**src/rtl/alu_rs_scheduler_if.sv**
```systemverilog
// Bundle of dispatch, CDB and issue signals between the ALU reservation station
// and its neighbours. The RS takes the slave modport.
interface alu_rs_scheduler_if #(
  parameter int DEPTH         = 4,
  parameter int TAG_WIDTH     = 4,
  parameter int PAYLOAD_WIDTH = 64
);
  localparam int IW = $clog2(DEPTH);

  logic                          flush;
  logic                          rs_ready;
  logic [IW-1:0]                 rs_index;
  logic [IW:0]                   occupancy;

  logic                          disp_valid;
  logic [IW-1:0]                 disp_index;
  logic [TAG_WIDTH-1:0]          disp_reorder;
  logic [1:0][31:0]              disp_operand;
  logic [1:0]                    disp_operand_ready;
  logic [1:0][TAG_WIDTH-1:0]     disp_operand_addr;
  logic [PAYLOAD_WIDTH-1:0]      disp_payload;

  logic [1:0]                    cdb_valid;
  logic [1:0][TAG_WIDTH-1:0]     cdb_reorder;
  logic [1:0][31:0]              cdb_data;

  // issue_valid/issue_ready: a transfer happens on an edge where both are high;
  // while issue_valid && !issue_ready every issue_* field is held stable.
  logic                          issue_valid;
  logic                          issue_ready;
  logic [1:0][31:0]              issue_operand;
  logic [TAG_WIDTH-1:0]          issue_reorder;
  logic [PAYLOAD_WIDTH-1:0]      issue_payload;

  modport master (
    output flush, disp_valid, disp_index, disp_reorder, disp_operand,
           disp_operand_ready, disp_operand_addr, disp_payload,
           cdb_valid, cdb_reorder, cdb_data, issue_ready,
    input  rs_ready, rs_index, occupancy,
           issue_valid, issue_operand, issue_reorder, issue_payload
  );

  modport slave (
    input  flush, disp_valid, disp_index, disp_reorder, disp_operand,
           disp_operand_ready, disp_operand_addr, disp_payload,
           cdb_valid, cdb_reorder, cdb_data, issue_ready,
    output rs_ready, rs_index, occupancy,
           issue_valid, issue_operand, issue_reorder, issue_payload
  );
endinterface

```
**src/rtl/alu_rs_scheduler.sv**
```systemverilog
// ALU reservation station: holds dispatched ops, snoops the CDB for operands and
// issues the oldest fully-ready entry into a registered valid/ready slot.
module alu_rs_scheduler #(
  parameter int DEPTH         = 4,
  parameter int TAG_WIDTH     = 4,
  parameter int PAYLOAD_WIDTH = 64
) (
  input logic               clk,
  input logic               rst,
  alu_rs_scheduler_if.slave bus
);
  localparam int IW = $clog2(DEPTH);

  logic [DEPTH-1:0]                     busy_q, busy_d;
  // age_q[i][j] set means entry j is older than entry i
  logic [DEPTH-1:0][DEPTH-1:0]          age_q, age_d;
  logic [DEPTH-1:0][TAG_WIDTH-1:0]      reorder_q, reorder_d;
  logic [DEPTH-1:0][1:0][31:0]          opnd_q, opnd_d;
  logic [DEPTH-1:0][1:0]                rdy_q, rdy_d;
  logic [DEPTH-1:0][1:0][TAG_WIDTH-1:0] addr_q, addr_d;
  logic [DEPTH-1:0][PAYLOAD_WIDTH-1:0]  payload_q, payload_d;

  logic                                 issue_valid_q, issue_valid_d;
  logic [1:0][31:0]                     issue_operand_q, issue_operand_d;
  logic [TAG_WIDTH-1:0]                 issue_reorder_q, issue_reorder_d;
  logic [PAYLOAD_WIDTH-1:0]             issue_payload_q, issue_payload_d;
  logic [IW:0]                          occupancy_q, occupancy_d;

  logic [DEPTH-1:0] cand, grant;
  logic [IW-1:0]    sel, free_idx;
  logic             cand_any, disp_we, slot_load;

  always_comb begin : select_logic
    cand     = '0;
    grant    = '0;
    sel      = '0;
    free_idx = '0;
    for (int i = 0; i < DEPTH; i++) cand[i] = busy_q[i] & rdy_q[i][0] & rdy_q[i][1];
    for (int i = 0; i < DEPTH; i++) grant[i] = cand[i] && ((age_q[i] & cand) == '0);
    for (int i = DEPTH - 1; i >= 0; i--) begin
      if (grant[i])   sel      = IW'(i);
      if (!busy_q[i]) free_idx = IW'(i);
    end
  end

  assign cand_any  = |cand;
  assign disp_we   = bus.disp_valid && !bus.flush;
  assign slot_load = (!issue_valid_q || bus.issue_ready) && cand_any && !bus.flush;

  always_comb begin : entry_next
    busy_d    = busy_q;
    age_d     = age_q;
    reorder_d = reorder_q;
    opnd_d    = opnd_q;
    rdy_d     = rdy_q;
    addr_d    = addr_q;
    payload_d = payload_q;

    for (int i = 0; i < DEPTH; i++) begin
      for (int k = 0; k < 2; k++) begin
        if (busy_q[i] && !rdy_q[i][k]) begin
          if (bus.cdb_valid[0] && bus.cdb_reorder[0] == addr_q[i][k]) begin
            opnd_d[i][k] = bus.cdb_data[0];
            rdy_d[i][k]  = 1'b1;
          end else if (bus.cdb_valid[1] && bus.cdb_reorder[1] == addr_q[i][k]) begin
            opnd_d[i][k] = bus.cdb_data[1];
            rdy_d[i][k]  = 1'b1;
          end
        end
      end
    end

    if (slot_load) busy_d[sel] = 1'b0;

    if (disp_we) begin
      busy_d[bus.disp_index]    = 1'b1;
      reorder_d[bus.disp_index] = bus.disp_reorder;
      payload_d[bus.disp_index] = bus.disp_payload;
      addr_d[bus.disp_index]    = bus.disp_operand_addr;
      for (int k = 0; k < 2; k++) begin
        opnd_d[bus.disp_index][k] = bus.disp_operand[k];
        rdy_d[bus.disp_index][k]  = bus.disp_operand_ready[k];
        // A broadcast in the dispatch cycle would otherwise be missed forever
        if (!bus.disp_operand_ready[k]) begin
          if (bus.cdb_valid[0] && bus.cdb_reorder[0] == bus.disp_operand_addr[k]) begin
            opnd_d[bus.disp_index][k] = bus.cdb_data[0];
            rdy_d[bus.disp_index][k]  = 1'b1;
          end else if (bus.cdb_valid[1] && bus.cdb_reorder[1] == bus.disp_operand_addr[k]) begin
            opnd_d[bus.disp_index][k] = bus.cdb_data[1];
            rdy_d[bus.disp_index][k]  = 1'b1;
          end
        end
      end
      age_d[bus.disp_index] = busy_q;
      for (int j = 0; j < DEPTH; j++) age_d[j][bus.disp_index] = 1'b0;
    end

    if (bus.flush) begin
      busy_d = '0;
      age_d  = '0;
    end
  end

  always_comb begin : slot_next
    issue_valid_d   = issue_valid_q;
    issue_operand_d = issue_operand_q;
    issue_reorder_d = issue_reorder_q;
    issue_payload_d = issue_payload_q;
    occupancy_d     = occupancy_q + (IW+1)'(disp_we) - (IW+1)'(slot_load);
    if (bus.flush) begin
      issue_valid_d = 1'b0;
      occupancy_d   = '0;
    end else if (slot_load) begin
      issue_valid_d   = 1'b1;
      issue_operand_d = opnd_q[sel];
      issue_reorder_d = reorder_q[sel];
      issue_payload_d = payload_q[sel];
    end else if (issue_valid_q && bus.issue_ready) begin
      issue_valid_d = 1'b0;
    end
  end

  always_ff @(posedge clk or negedge rst) begin
    if (!rst) begin
      busy_q          <= '0;
      age_q           <= '0;
      reorder_q       <= '0;
      opnd_q          <= '0;
      rdy_q           <= '0;
      addr_q          <= '0;
      payload_q       <= '0;
      issue_valid_q   <= 1'b0;
      issue_operand_q <= '0;
      issue_reorder_q <= '0;
      issue_payload_q <= '0;
      occupancy_q     <= '0;
    end else begin
      busy_q          <= busy_d;
      age_q           <= age_d;
      reorder_q       <= reorder_d;
      opnd_q          <= opnd_d;
      rdy_q           <= rdy_d;
      addr_q          <= addr_d;
      payload_q       <= payload_d;
      issue_valid_q   <= issue_valid_d;
      issue_operand_q <= issue_operand_d;
      issue_reorder_q <= issue_reorder_d;
      issue_payload_q <= issue_payload_d;
      occupancy_q     <= occupancy_d;
    end
  end

  assign bus.rs_ready      = ~&busy_q;
  assign bus.rs_index      = free_idx;
  assign bus.occupancy     = occupancy_q;
  assign bus.issue_valid   = issue_valid_q;
  assign bus.issue_operand = issue_operand_q;
  assign bus.issue_reorder = issue_reorder_q;
  assign bus.issue_payload = issue_payload_q;
endmodule

```
**src/flat_wrapper.sv**
```systemverilog
// flat-port wrapper written by rule: the top's interface ports become plain ports
module alu_rs_scheduler_flat 
#(
  parameter int DEPTH         = 4,
  parameter int TAG_WIDTH     = 4,
  parameter int PAYLOAD_WIDTH = 64
)
  (clk, rst, bus_flush, bus_disp_valid, bus_disp_index, bus_disp_reorder, bus_disp_operand, bus_disp_operand_ready, bus_disp_operand_addr, bus_disp_payload, bus_cdb_valid, bus_cdb_reorder, bus_cdb_data, bus_issue_ready, bus_rs_ready, bus_rs_index, bus_occupancy, bus_issue_valid, bus_issue_operand, bus_issue_reorder, bus_issue_payload);
  alu_rs_scheduler_if #(.DEPTH(DEPTH), .TAG_WIDTH(TAG_WIDTH), .PAYLOAD_WIDTH(PAYLOAD_WIDTH)) bus_i ();
  input logic clk;
  input logic rst;
  input wire logic [$bits(bus_i.flush)-1:0] bus_flush;
  input wire logic [$bits(bus_i.disp_valid)-1:0] bus_disp_valid;
  input wire logic [$bits(bus_i.disp_index)-1:0] bus_disp_index;
  input wire logic [$bits(bus_i.disp_reorder)-1:0] bus_disp_reorder;
  input wire logic [$bits(bus_i.disp_operand)-1:0] bus_disp_operand;
  input wire logic [$bits(bus_i.disp_operand_ready)-1:0] bus_disp_operand_ready;
  input wire logic [$bits(bus_i.disp_operand_addr)-1:0] bus_disp_operand_addr;
  input wire logic [$bits(bus_i.disp_payload)-1:0] bus_disp_payload;
  input wire logic [$bits(bus_i.cdb_valid)-1:0] bus_cdb_valid;
  input wire logic [$bits(bus_i.cdb_reorder)-1:0] bus_cdb_reorder;
  input wire logic [$bits(bus_i.cdb_data)-1:0] bus_cdb_data;
  input wire logic [$bits(bus_i.issue_ready)-1:0] bus_issue_ready;
  output wire logic [$bits(bus_i.rs_ready)-1:0] bus_rs_ready;
  output wire logic [$bits(bus_i.rs_index)-1:0] bus_rs_index;
  output wire logic [$bits(bus_i.occupancy)-1:0] bus_occupancy;
  output wire logic [$bits(bus_i.issue_valid)-1:0] bus_issue_valid;
  output wire logic [$bits(bus_i.issue_operand)-1:0] bus_issue_operand;
  output wire logic [$bits(bus_i.issue_reorder)-1:0] bus_issue_reorder;
  output wire logic [$bits(bus_i.issue_payload)-1:0] bus_issue_payload;
  assign bus_i.flush = bus_flush;
  assign bus_i.disp_valid = bus_disp_valid;
  assign bus_i.disp_index = bus_disp_index;
  assign bus_i.disp_reorder = bus_disp_reorder;
  assign bus_i.disp_operand = bus_disp_operand;
  assign bus_i.disp_operand_ready = bus_disp_operand_ready;
  assign bus_i.disp_operand_addr = bus_disp_operand_addr;
  assign bus_i.disp_payload = bus_disp_payload;
  assign bus_i.cdb_valid = bus_cdb_valid;
  assign bus_i.cdb_reorder = bus_cdb_reorder;
  assign bus_i.cdb_data = bus_cdb_data;
  assign bus_i.issue_ready = bus_issue_ready;
  assign bus_rs_ready = bus_i.rs_ready;
  assign bus_rs_index = bus_i.rs_index;
  assign bus_occupancy = bus_i.occupancy;
  assign bus_issue_valid = bus_i.issue_valid;
  assign bus_issue_operand = bus_i.issue_operand;
  assign bus_issue_reorder = bus_i.issue_reorder;
  assign bus_issue_payload = bus_i.issue_payload;
  alu_rs_scheduler #(.DEPTH(DEPTH), .TAG_WIDTH(TAG_WIDTH), .PAYLOAD_WIDTH(PAYLOAD_WIDTH)) u_core (.clk(clk), .rst(rst), .bus(bus_i));
endmodule
```
**config.mk**
```make
export PLATFORM = sky130hd
export DESIGN_NAME = alu_rs_scheduler_flat
export DESIGN_NICKNAME = d
export VERILOG_FILES = /design/src/rtl/alu_rs_scheduler_if.sv /design/src/rtl/alu_rs_scheduler.sv /design/src/flat_wrapper.sv
export SDC_FILE = /design/constraint.sdc
export NUM_CORES = 2
export LEC_CHECK = 0
export CAP_MARGIN = 25
export CORE_MARGIN = 5
export CORE_UTILIZATION = 30
export DETAILED_ROUTE_END_ITERATION = 16
export PLACE_DENSITY = 0.47
export SLEW_MARGIN = 25
export SYNTH_ARGS = -nofsm -noshare
export SYNTH_HDL_FRONTEND = slang
export SYNTH_SLANG_ARGS = --single-unit
export TNS_END_PERCENT = 50
```
**constraint.sdc**
```tcl
create_clock -name clk -period 2.9 [get_ports clk]
set_clock_uncertainty 0.2 [all_clocks]
set_input_delay 0.725 -clock clk [delete_from_list [all_inputs] [get_ports clk]]
set_output_delay 0.725 -clock clk [all_outputs]
set_load 0.02 [all_outputs]
```
# Yosys cells after proc, flatten, opt, wreduce, memory -nomap -nowiden
# Cells that the tools add are included.
[op_classes]
addsub = 2
reduce_logical = 59
n_mux = 117
n_eq_ne = 20
n_bitwise = 23
order_cmp = 4
[ops]
columns = ["operator", "n"]
rows = [
  ["two-way mux 256 bit", 8],
  ["bitwise mux 256 bit", 7],
  ["two-way mux 32 bit", 25],
  ["demux 64 bit (select 2 bit)", 3],
  ["binary-select mux 64 bit (select 2 bit)", 2],
  ["two-way mux 64 bit", 4],
  ["== test 4 bit", 20],
  ["two-way mux 8 bit", 9],
  ["logical AND 1 bit", 38],
  ["bitwise AND 4 bit", 9],
  ["bitwise mux 16 bit", 2],
  ["bitwise mux 32 bit", 1],
  ["two-way mux 16 bit", 2],
  ["two-way mux 1 bit", 30],
  ["two-way mux 4 bit", 5],
  ["two-way mux 2 bit", 9],
  ["bitwise mux 8 bit", 2],
  ["demux 8 bit (select 2 bit)", 1],
  ["logical NOT 4 bit", 4],
  ["OR 8 bit", 2],
  ["logical NOT 1 bit", 11],
  ["bitwise AND 1 bit", 8],
  ["binary-select mux 4 bit (select 2 bit)", 1],
  ["demux 2 bit (select 2 bit)", 2],
  ["16 further kinds", 20],
]
[word_totals]
in_bits = 223
out_inout_bits = 139
ff_bits = 724
wordCells = 264

# Logic depth before layout (Yosys ltp)
[depth]
word_depth = 19
depth_mapped = 13
ltp_nobuf = 11

# Least setup slack after synthesis
# OpenSTA, ideal clock, no wires.
[synth_path]
kind = "input-to-reg"
from = "input port bus_flush"
to = "register u_core.occupancy_q[2] (netlist: u_core.bus.occupancy[2])"
slack_ps = -121
path_buffers = 2
setup_ps = 132
arrival_ps = 2689
path_stages = 11
required_time_ps = 2568
path_cell_list = "or3_1 > buf_4 > inv_2 > clkbuf_1 > ha_1 > inv_1 > ha_1 > inv_1 > fa_1 > xnor2_1 > nor2_1"
[synth_between]
elab_chain_cells = 5
elab_cells_between_ends = 6
classes_between = "2 x add/sub; 1 x mux; 3 x reduce/logical"
[synth_lines]
columns = ["element", "line", "source"]
rows = [
  ["start, declared", "flat_wrapper.sv:12", "input wire logic [$bits(bus_i.flush)-1:0] bus_flush;"],
  ["logical NOT 1 bit", "alu_rs_scheduler.sv:47, alu_rs_scheduler.sv:48", ""],
  ["logical AND 1 bit", "alu_rs_scheduler.sv:47", "assign disp_we = bus.disp_valid && !bus.flush;"],
  ["adder 3 x 1 -> 3 bit", "alu_rs_scheduler.sv:109", "occupancy_d = occupancy_q + (IW+1)'(disp_we) - (IW+1)'(slot_load);"],
  ["subtractor 3 x 1 -> 3 bit", "alu_rs_scheduler.sv:109", ""],
  ["two-way mux 3 bit *", "alu_rs_scheduler.sv:110", "if (bus.flush) begin"],
  ["named net u_core.occupancy_d[2]", "alu_rs_scheduler.sv:27", "logic [IW:0] occupancy_q, occupancy_d;"],
  ["end signal, assigned", "alu_rs_scheduler.sv:149", "occupancy_q <= occupancy_d;"],
  ["end, declared", "alu_rs_scheduler.sv:27", ""],
]
# The timed path passes the listed nets; every way through them passes the cells marked *.
# A chain may end at the register's enable or synchronous reset.

# Worst setup path after layout
[layout_path]
from = "register u_core.issue_operand_q (netlist bit u_core.bus.issue_operand[34])"
to = "output port bus_issue_operand[34]"
[layout_lines]
columns = ["element", "line", "source"]
rows = [
  ["start, declared", "alu_rs_scheduler.sv:24", "logic [1:0][31:0] issue_operand_q, issue_operand_d;"],
  ["start signal, assigned", "alu_rs_scheduler.sv:146", "issue_operand_q <= issue_operand_d;"],
  ["end, declared", "flat_wrapper.sv:28", "output wire logic [$bits(bus_i.issue_operand)-1:0] bus_issue_operand;"],
]
# No word-level cell between the ends.

==> flow_summary.json <==
{
  "drive_gt1_frac": 0.149,
  "synth_warnings": 0,
  "max-vdd-ir-drop_mv": 0.483,
  "synth.avg_cell_area_um2": 9.04,
  "clock-root-buffer": "clkbuf_16",
  "crit_path_cell_trace": "clkdlybuf4s50_1",
  "synth_seq_cells": 724,
  "drc": 0,
  "clk_pin_slew_worst_paths_ns": 0.06,
  "slowest_delay_ns": 0.68,
  "yosysTopAreaCellShare": 0.486,
  "period_needed_ns": 2.82,
  "htree_levels": 3,
  "ios": 362,
  "rsz0062_at_grt": "no",
  "coreArea_mm2": 0.124,
  "setup_violations": 0,
  "syn_inst": 4122,
  "status": "complete, no violations",
  "syn_to_final_growth_pct": 32.3,
  "antenna_found_initial": 17,
  "path_delay_family": "buffers and inverters",
  "worst_pin_slew_ns": 0.998,
  "portBuffers": 361,
  "relSlewSlack": 0.335,
  "hold_viol_final": 0,
  "yosysUniqueCellTypes": 66,
  "worstSetupPathType": "flip-flop to output port",
  "drv_slew": 0,
  "clkLatencyLatePin_ns": 0.68,
  "ff2ff_path_depth": 11,
  "row_count": 129,
  "cts_setup_buffers": 0,
  "synth_edf_count": 0,
  "synth_area_mm2": 0.0373,
  "cts_sinks": 724,
  "die_h_um": 362,
  "crit_arrival_ns": 1.89,
  "fillers": 12412,
  "first_global_vias": 36190,
  "grt_max_degree": 109,
  "max_cap_viol_count": 0,
  "cp.required_ns": 1.98,
  "gp_congestion": 0.864,
  "vias": 35609,
  "cts_buffers": 87,
  "die_x_um": 362,
  "fin_crit_sh": 0.971,
  "synthArstFlopShare": 1.00,
  "slowest_stage": "clkdlybuf4s50_1",
  "fin_ws_ns": 0.0838,
  "path_depth": 1,
  "dp_hpwl_um": 109000,
  "routed_wl_um": 168000,
  "nNetsFinal": 4816,
  "holdWs_ns": 0.254,
  "hold_path_class": "input port to asynchronous set/reset pin",
  "initial_core_util": 0.301,
  "worst_setup_path_end_kind": "output port",
  "crit_path_start_kind": "flip-flop",
  "fp.dieArea_mm2": 0.131,
  "globalRouteOverflowTotal": 0,
  "grt_usage": 0.248,
  "design_area_mm2": 0.0493,
  "max_freq_mhz": 355,
  "drt_iter0_markers": 3880,
  "synth_area_leaders": "dfrtp_1, nand2_1, a22oi_1",
  "yosysTopAreaCell": "dfrtp_1",
  "post-place-ws_ns": -0.545,
  "placed_area_mm2": 0.0464,
  "synthesis.nets": 4348,
  "grt_first_pass_wirelength_um": 248000,
  "cts_tree": "built",
  "cp_num_buf_inv": 1,
  "power_density_mw_per_mm2": 708,
  "dominantRegCellSynth": "dfrtp_1",
  "p_leak_nw": 20.7,
  "crit_fanout": 2,
  "avgRoutedWirePerCell_um": 26.7,
  "dr.pass1.iters": 7,
  "viasPerCell": 5.65,
  "max-clock-path-buffers": 3,
  "ant_nets": 0,
  "ys_seq_area_frac": 0.486
}
-- worst paths after layout --
path / startpoint / endpoint / slack, ns
min in group clk: u_core.payload_q[182] / u_core.payload_q[182] / 0.27
max in group asynchronous: rst / u_core.addr_q[12] / 1.28
worst max register to register: u_core.rdy_q[2] / u_core.bus.issue_operand[51] / 0.14
worst min-delay path: rst / u_core.bus.issue_operand[15] / 0.25
worst min register to register: u_core.payload_q[182] / u_core.payload_q[182] / 0.27
worst max-delay path: u_core.bus.issue_operand[34] / bus_issue_operand[34] / 0.08
-- through the flow --
step           instances  utilization  TNS, ns  power (mW)
2_1_floorplan       4122            -        0        19.1
3_3_place_gp        6137        0.375  -110.51        23.8
3_5_place_dp        6137        0.375  -118.52        23.9
4_1_cts             6294        0.399        0        35.2
5_1_grt             6296        0.399        0        36.6
6_report            6300        0.399        0        34.9
-- final cells by class --
type | count | area [um^2] | share of cell area
Timing Repair Buffer | 810 | 8730 | 0.177
Clock buffer | 135 | 2650 | 0.0537
Tap cell | 1637 | 2050 | 0.0415
Antenna cell | 6 | 15.0 | 0.000304
Inverter | 78 | 294 | 0.00596
Sequential cell | 724 | 18100 | 0.367
Multi-Input combinational cell | 2889 | 17200 | 0.349
Clock inverter | 21 | 244 | 0.00495
-- kinds of logic (layout without fill, tap and decap cells) --
kind of cell	Yosys count	count (layout)	synth area share
simple gates	1474	1474	0.166
compound gates	1173	1173	0.226
flops	724	724	0.486
buf+inv	509	1044	0.0571
mux	157	157	0.0444
xor+xnor	82	82	0.0193
fa+ha+maj	3	3	0.00121
other cells	0	6	0
-- repair_timing --
action	4_1_cts	5_1_grt
hold buffers	1	0
resized for setup	7	3
hold endpoints to repair	156	0
endpoints found under the setup margin	3	3
-- cells in the final DEF (no fill, tap or decap), types with 33 or more instances in the layout --
master,netlist,final
clkdlybuf4s50_1,0,356
dfrtp_1,724,724
or3_1,36,35
nor3_1,51,49
nand2_1,881,878
clkbuf_16,0,88
o211ai_1,67,67
mux2i_1,90,90
a21oi_1,217,215
a22oi_1,266,266
xor2_1,37,37
inv_1,76,76
buf_4,22,310
o22ai_1,68,68
o31ai_1,33,33
xnor2_1,45,45
buf_12,0,139
o21ai_0,116,116
nand3_1,154,151
nor2_1,252,240
mux2_2,66,66
o32ai_1,158,158
o221ai_1,125,125
-- layer usage --
metal / up-vias / part of all wire / wire [um] / global-route usage
met1: 17594 / 0.42 / 71500 / 0.339
met2: 1771 / 0.45 / 75900 / 0.390
li1: 15887 / - / - / -
met3: 345 / 0.085 / 14400 / 0.0520
met4: 12 / 0.038 / 6480 / 0.0908
met5: - / 0.00043 / 72 / 0
-- registers in the layout, indices dropped and copies added, names as in the netlist --
name / flops
u_core.bus.issue_valid: 1
u_core.age_q: 16
u_core.busy_q: 4
u_core.rdy_q: 8
u_core.bus.issue_reorder: 4
u_core.bus.occupancy: 3
u_core.reorder_q: 16
u_core.bus.issue_payload: 64
u_core.payload_q: 256
u_core.addr_q: 32
u_core.opnd_q: 256
u_core.bus.issue_operand: 64
-- Yosys cell counts (all sizes together), types with 90 or more instances --
library cell	number
a21oi	217
a22oi	266
buf	117
clkbuf	314
dfrtp	724
mux2i	90
nand2	881
nand3	154
nor2	253
o21ai	119
o221ai	125
o32ai	158
-- where the power goes --
part / switching (mW) / total (mW) / internal, mW
logic: 4.75 / 9.04 / 4.29
registers: 1.92 / 14.7 / 12.8
clock network: 4.68 / 11.2 / 6.47
(Power assumes the default switching activity.)
